**config.mk**
```make
export PLATFORM = sky130hd
export DESIGN_NAME = psum_accumulator
export DESIGN_NICKNAME = d
export VERILOG_FILES = /design/src/rtl/psum_accumulator.sv
export SDC_FILE = /design/constraint.sdc
export NUM_CORES = 1
export LEC_CHECK = 0
export CAP_MARGIN = 5
export CELL_PAD_IN_SITES_DETAIL_PLACEMENT = 1
export CELL_PAD_IN_SITES_GLOBAL_PLACEMENT = 1
export CORE_ASPECT_RATIO = 0.8
export CORE_UTILIZATION = 30
export CTS_BUF_LIST = sky130_fd_sc_hd__clkbuf_8
export DETAILED_ROUTE_END_ITERATION = 7
export GPL_ROUTABILITY_DRIVEN = 0
export PLACE_DENSITY_LB_ADDON = 0.1
export SLEW_MARGIN = 40
export SYNTH_ARGS = -nofsm -noshare
export SYNTH_HDL_FRONTEND = slang
export SYNTH_SLANG_ARGS = --single-unit
```
**constraint.sdc**
```tcl
create_clock -name CLK -period 5.9 [get_ports CLK]
set_input_delay 1.77 -clock CLK [delete_from_list [all_inputs] [get_ports CLK]]
set_output_delay 1.77 -clock CLK [all_outputs]
set_load 0.01 [all_outputs]
```
**src/rtl/psum_accumulator.sv**
```systemverilog
// psum_accumulator
//   Accumulates D-lane signed partial sums from the PE mesh over a group of
//   transfers (firstPass .. lastPass), saturating each lane to W bits, then
//   presents the group result on a valid/ready output port.
//
//   Optional feature: define PSUM_ACCUMULATOR_RELU_EN to clamp each lane of
//   the published result at zero (ReLU). The accumulator and satFlag are not
//   affected by this option.
module psum_accumulator #(
  parameter int depth = 2,
  parameter int D     = (1 << depth),
  parameter int W     = 16
) (
  input  logic           CLK,
  input  logic           RST,
  input  logic [W*D-1:0] psumIn,
  input  logic           psumValid,
  output logic           psumReady,
  input  logic           firstPass,
  input  logic           lastPass,
  output logic [W*D-1:0] outData,
  output logic           outValid,
  input  logic           outReady,
  output logic           satFlag,
  output logic [7:0]     passCount
);

  typedef enum logic [1:0] {IDLE, ACC, DRAIN} state_t;

  localparam logic [W-1:0] MAX_V = {1'b0, {(W-1){1'b1}}};
  localparam logic [W-1:0] MIN_V = {1'b1, {(W-1){1'b0}}};

  state_t               state_q;
  logic [D-1:0][W-1:0]  acc_q, acc_d;
  logic [D-1:0][W-1:0]  out_data_q, out_data_d;
  logic [D-1:0][W-1:0]  lane_w;
  logic [D-1:0][W:0]    sum_w;
  logic [D-1:0]         lane_sat_w;
  logic                 grp_sat_q, grp_sat_d;
  logic                 sat_flag_q;
  logic                 out_valid_q;
  logic [7:0]           pass_count_q, pass_count_d;
  logic                 xfer_w;
  logic                 load_w;

  // Lane i of psumIn occupies bits [W*(i+1)-1 -: W], which is exactly the
  // packing of a [D-1:0][W-1:0] packed array.
  assign lane_w    = psumIn;

  // Ready comes from state only, so the input side never waits on outReady.
  assign psumReady = (state_q != DRAIN);
  assign xfer_w    = psumValid && psumReady;

  // A transfer in IDLE always opens a fresh group, whatever firstPass says.
  assign load_w    = firstPass || (state_q == IDLE);

  // Next accumulator value, group saturation and pass count for a transfer.
  always_comb begin
    // NOTE: every variable gets a default before any branch; otherwise a
    // path that skips an assignment would infer a latch.
    acc_d        = acc_q;
    grp_sat_d    = grp_sat_q;
    pass_count_d = pass_count_q;
    sum_w        = '0;
    lane_sat_w   = '0;
    for (int i = 0; i < D; i++) begin
      // One extra bit holds the exact sum; the top two bits disagree only
      // when the W-bit result would have wrapped.
      sum_w[i] = {acc_q[i][W-1], acc_q[i]} + {lane_w[i][W-1], lane_w[i]};
      if (sum_w[i][W] != sum_w[i][W-1]) begin
        lane_sat_w[i] = 1'b1;
      end
    end
    if (xfer_w) begin
      if (load_w) begin
        acc_d        = lane_w;
        grp_sat_d    = 1'b0;
        pass_count_d = 8'd1;
      end else begin
        for (int i = 0; i < D; i++) begin
          if (lane_sat_w[i]) begin
            acc_d[i] = sum_w[i][W] ? MIN_V : MAX_V;
          end else begin
            acc_d[i] = sum_w[i][W-1:0];
          end
        end
        grp_sat_d    = grp_sat_q | (|lane_sat_w);
        pass_count_d = (pass_count_q == 8'hFF) ? 8'hFF : pass_count_q + 8'd1;
      end
    end
  end

  // Result lanes as they will be published from the post-update accumulator.
  always_comb begin
    out_data_d = acc_d;
`ifdef PSUM_ACCUMULATOR_RELU_EN
    for (int i = 0; i < D; i++) begin
      if (acc_d[i][W-1]) begin
        out_data_d[i] = '0;
      end
    end
`endif
  end

  // Control FSM with registered datapath and outputs; reset wins over all.
  always_ff @(posedge CLK) begin
    // NOTE: sequential state uses non-blocking assignments only, so every
    // register samples pre-edge values regardless of statement order.
    if (RST) begin
      state_q      <= IDLE;
      // NOTE: the accumulator lanes are plain flops, not a RAM, so they are
      // reset along with the rest of the state.
      acc_q        <= '0;
      grp_sat_q    <= 1'b0;
      pass_count_q <= 8'd0;
      out_data_q   <= '0;
      out_valid_q  <= 1'b0;
      sat_flag_q   <= 1'b0;
    end else begin
      case (state_q)
        IDLE, ACC: begin
          if (xfer_w) begin
            acc_q        <= acc_d;
            grp_sat_q    <= grp_sat_d;
            pass_count_q <= pass_count_d;
            if (lastPass) begin
              out_data_q  <= out_data_d;
              sat_flag_q  <= grp_sat_d;
              out_valid_q <= 1'b1;
              state_q     <= DRAIN;
            end else begin
              state_q <= ACC;
            end
          end
        end
        DRAIN: begin
          if (out_valid_q && outReady) begin
            out_valid_q <= 1'b0;
            state_q     <= IDLE;
          end
        end
        default: state_q <= IDLE;
      endcase
    end
  end

  assign outData   = out_data_q;
  assign outValid  = out_valid_q;
  assign satFlag   = sat_flag_q;
  assign passCount = pass_count_q;

endmodule

```
==> out/metrics.cfg <==
[status]
outcome = finished clean

[route]
num_vias = 8994
wl_met1_um = 16600
viasPerCell = 5.36
drc_errors = 0
drt_first_pass_iters = 4
ant_nets = 0
routed_wl_um = 32100
initialDrtViolationCount = 319
avgRoutedWirePerCell_um = 19.1
dr_wl_met3_um = 993
highest_layer = met4
wl_met2_um = 14100

[floorplan]
ios = 145
rows = 57
dieHeight_um = 160
die_area_sq_mm = 0.0319
initial_utilization = 0.306
core_sq_mm = 0.0305
die_x_um = 199

[clocking]
postCtsSetupBuffers = 0
numCtsBuffers = 17
cts_resized = 0
max-clock-path-buffers = 2
cts.htree.levels = 4
root_buffer = clkbuf_8
hold_buffers = 0
cts_tree = done
path_clk_slew_ps = 80
clk_latency_ps = 470
cts_sinks = 141

[critical_path]
arrival_ps = 5890
r2r_setup_slack_ps = 1830
start_kind = input pin
crit_end = outData[10]
timing.rr.end = outData[10]
cp.required_ps = 6270
critPathMaxFanout = 8
crit_type = in2reg
cp-end-kind = flip-flop
r2r-start = acc_q[1]
crit_start = psumIn[1]
reg2reg_depth = 14

[finish]
antenna_cells = 0
finalNonFillerCells = 1678
area_delta_synth_final_pct = 25.3
multi_input_area_sq_mm = 0.00612
drive_above_1_share = 0.102
register_area_sq_mm = 0.00282
fin_nets = 1398
fill_cells = 3637
design_area_sq_mm = 0.0117

[synthesis]
synthesis.area_sq_mm = 0.00935
synth_nets = 1271
synthFlopType = dfxtp_1
synth_area_per_cell_sq_um = 8.30
async_flop_share = 0
synthCells = 1126
seq_area_frac_synth = 0.302
ys_ff_latch = 141
synth_edf_count = 0
ys_warn_count = 0
netlist-cell-type-count = 82

[run]
maxCapViolations = 0

[sta]
setup-tns-final_ps = 0
max_freq_mhz = 181
finalMaxSlewViolations = 0
finalHoldViolCount = 0
tightestPinTransition_ps = 799
setup_viol = 0
rsz0062_at_grt = false
slew_headroom = 0.466
fin_skew_ps = 14.7
post-route-period-util = 0.936
fin_crit_ps = 5520
holdWs_ps = 458

[grt]
track_usage = 0.207
grt_overflow = 0
antenna_found_initial = 0
grt_pass1_vias = 9540
grt_pass1_wl_um = 52200
grt_max_degree = 90

[power_and_ir_drop]
ir_worst_vdd_v = 0.000144
p_per_area_mw_per_mm2 = 277
p_leak_uw = 0.00438

[place]
place_inst = 1647
numPortBuffers = 144
placed_area_sq_mm = 0.0112
hpwl_um = 23100

[min_path]
hp-class = reg2reg

## sequential cells by signal (all words and copies together), names as in the netlist
register,count
passCount,8
outValid,1
satFlag,1
acc_q,64
outData,64
state_q,2
grp_sat_q,1
## worst max-delay path: stages
cell             delay (ps)
clkdlybuf4s50_1         490
ha_1                    330
a21o_1                  160
a21o_1                  220
a2111oi_2               430
nor4_1                  140
o41ai_2                 390
o21bai_1                110
a21oi_1                 270
xnor2_1                 120
ha_1                    310
clkinv_1                150
nor2_1                  550
a211oi_1                160
o31ai_1                 290
## power by group
part	internal [uW]	switching, uW
logic	489	713
clock network	533	424
registers	1030	49.9
total	2050	1190
## cell families after synthesis
logic type,after synthesis,synth area share
buf+inv,93,0.0456
compound gates,374,0.297
xor+xnor,50,0.0468
flops,141,0.302
simple gates,387,0.198
fa+ha+maj,78,0.107
mux,3,0.00348
## metal layers
metal / track usage / vias to the layer above
li1: - / 4449
met1: 0.292 / 4384
met2: 0.327 / 130
met3: 0.0334 / 31
met4: 0.0475 / 0
met5: 0 / -
## per-stage QoR
step                utilization  power [uW]  setup slack, ps
finish                    0.384        3240              379
global route              0.384        3460              141
global placement          0.368        2290              134
detailed placement        0.368        2310            -79.9
floorplan                     -        1880             1010
CTS                       0.384        3280              380
## cells in the mapped netlist, types with 5 or more instances
cell type	number	area (sq um)
buf_6	7	78.8
or3_1	13	81.3
ha_1	71	888
o31ai_1	14	105
o21bai_1	12	90.1
o311ai_0	5	43.8
inv_1	22	82.6
a31oi_1	9	56.3
o211ai_1	7	52.6
and3_1	7	43.8
xor2_1	15	131
a211oi_1	41	308
nor2b_1	7	43.8
nor3_1	51	255
a2111oi_2	19	285
nand2_1	94	353
nand2b_1	13	81.3
dfxtp_1	141	2820
a311oi_1	26	228
a21oi_1	93	465
clkbuf_1	50	188
a2111oi_0	15	131
o21ai_2	8	70.1
o21a_1	10	75.1
o21ai_0	53	265
o22ai_1	6	37.5
a21o_1	16	120
nor2_1	136	510
nand3b_1	21	158
nand3_1	13	65.1
xnor2_1	35	307
and2_1	5	31.3
## cell type report
| type | count | share of cell area |
|---|---|---|
| well taps | 413 | 0.0441 |
| clock buffers | 20 | 0.0235 |
| clock inverters | 11 | 0.0161 |
| multi-input cells | 892 | 0.523 |
| inverters | 24 | 0.00769 |
| repair buffers | 177 | 0.145 |
| flip-flops and latches | 141 | 0.241 |
## placed cells by master, fill, tap and decap left out, types with 7 or more instances in the layout
cell               n
a21o_1            16
or3_1             13
nor2_1           135
xnor2_1           35
nand3b_1          21
a2111oi_2         19
o21a_1            10
nand3_1           13
o21ai_0           53
and3_1             7
o211ai_1           7
clkdlybuf4s50_1  143
nand2b_1          12
nand2_1           93
nor3_1            51
a21oi_1           93
o31ai_1           14
xor2_1            15
a311oi_1          26
a211oi_1          41
ha_1              71
o21bai_1          12
buf_4             32
clkbuf_8          20
dfxtp_1          141
a2111oi_0         15
o21ai_2            8
inv_1             22
a31oi_1            9
## how the worst min path moves through the flow
stage | slack, ps | cells after the start | endpoint | start
2_1_floorplan | 440 | 2 | acc_q[40] | acc_q[40]
4_1_cts | 470 | 2 | outData[3] | outData[3]
3_3_place_gp | 450 | 2 | acc_q[40] | acc_q[40]
3_5_place_dp | 450 | 2 | outData[3] | outData[3]
5_1_grt | 490 | 2 | outData[3] | outData[3]
6_report | 460 | 2 | outData[3] | outData[3]
Power figures use the tool's default switching activity.
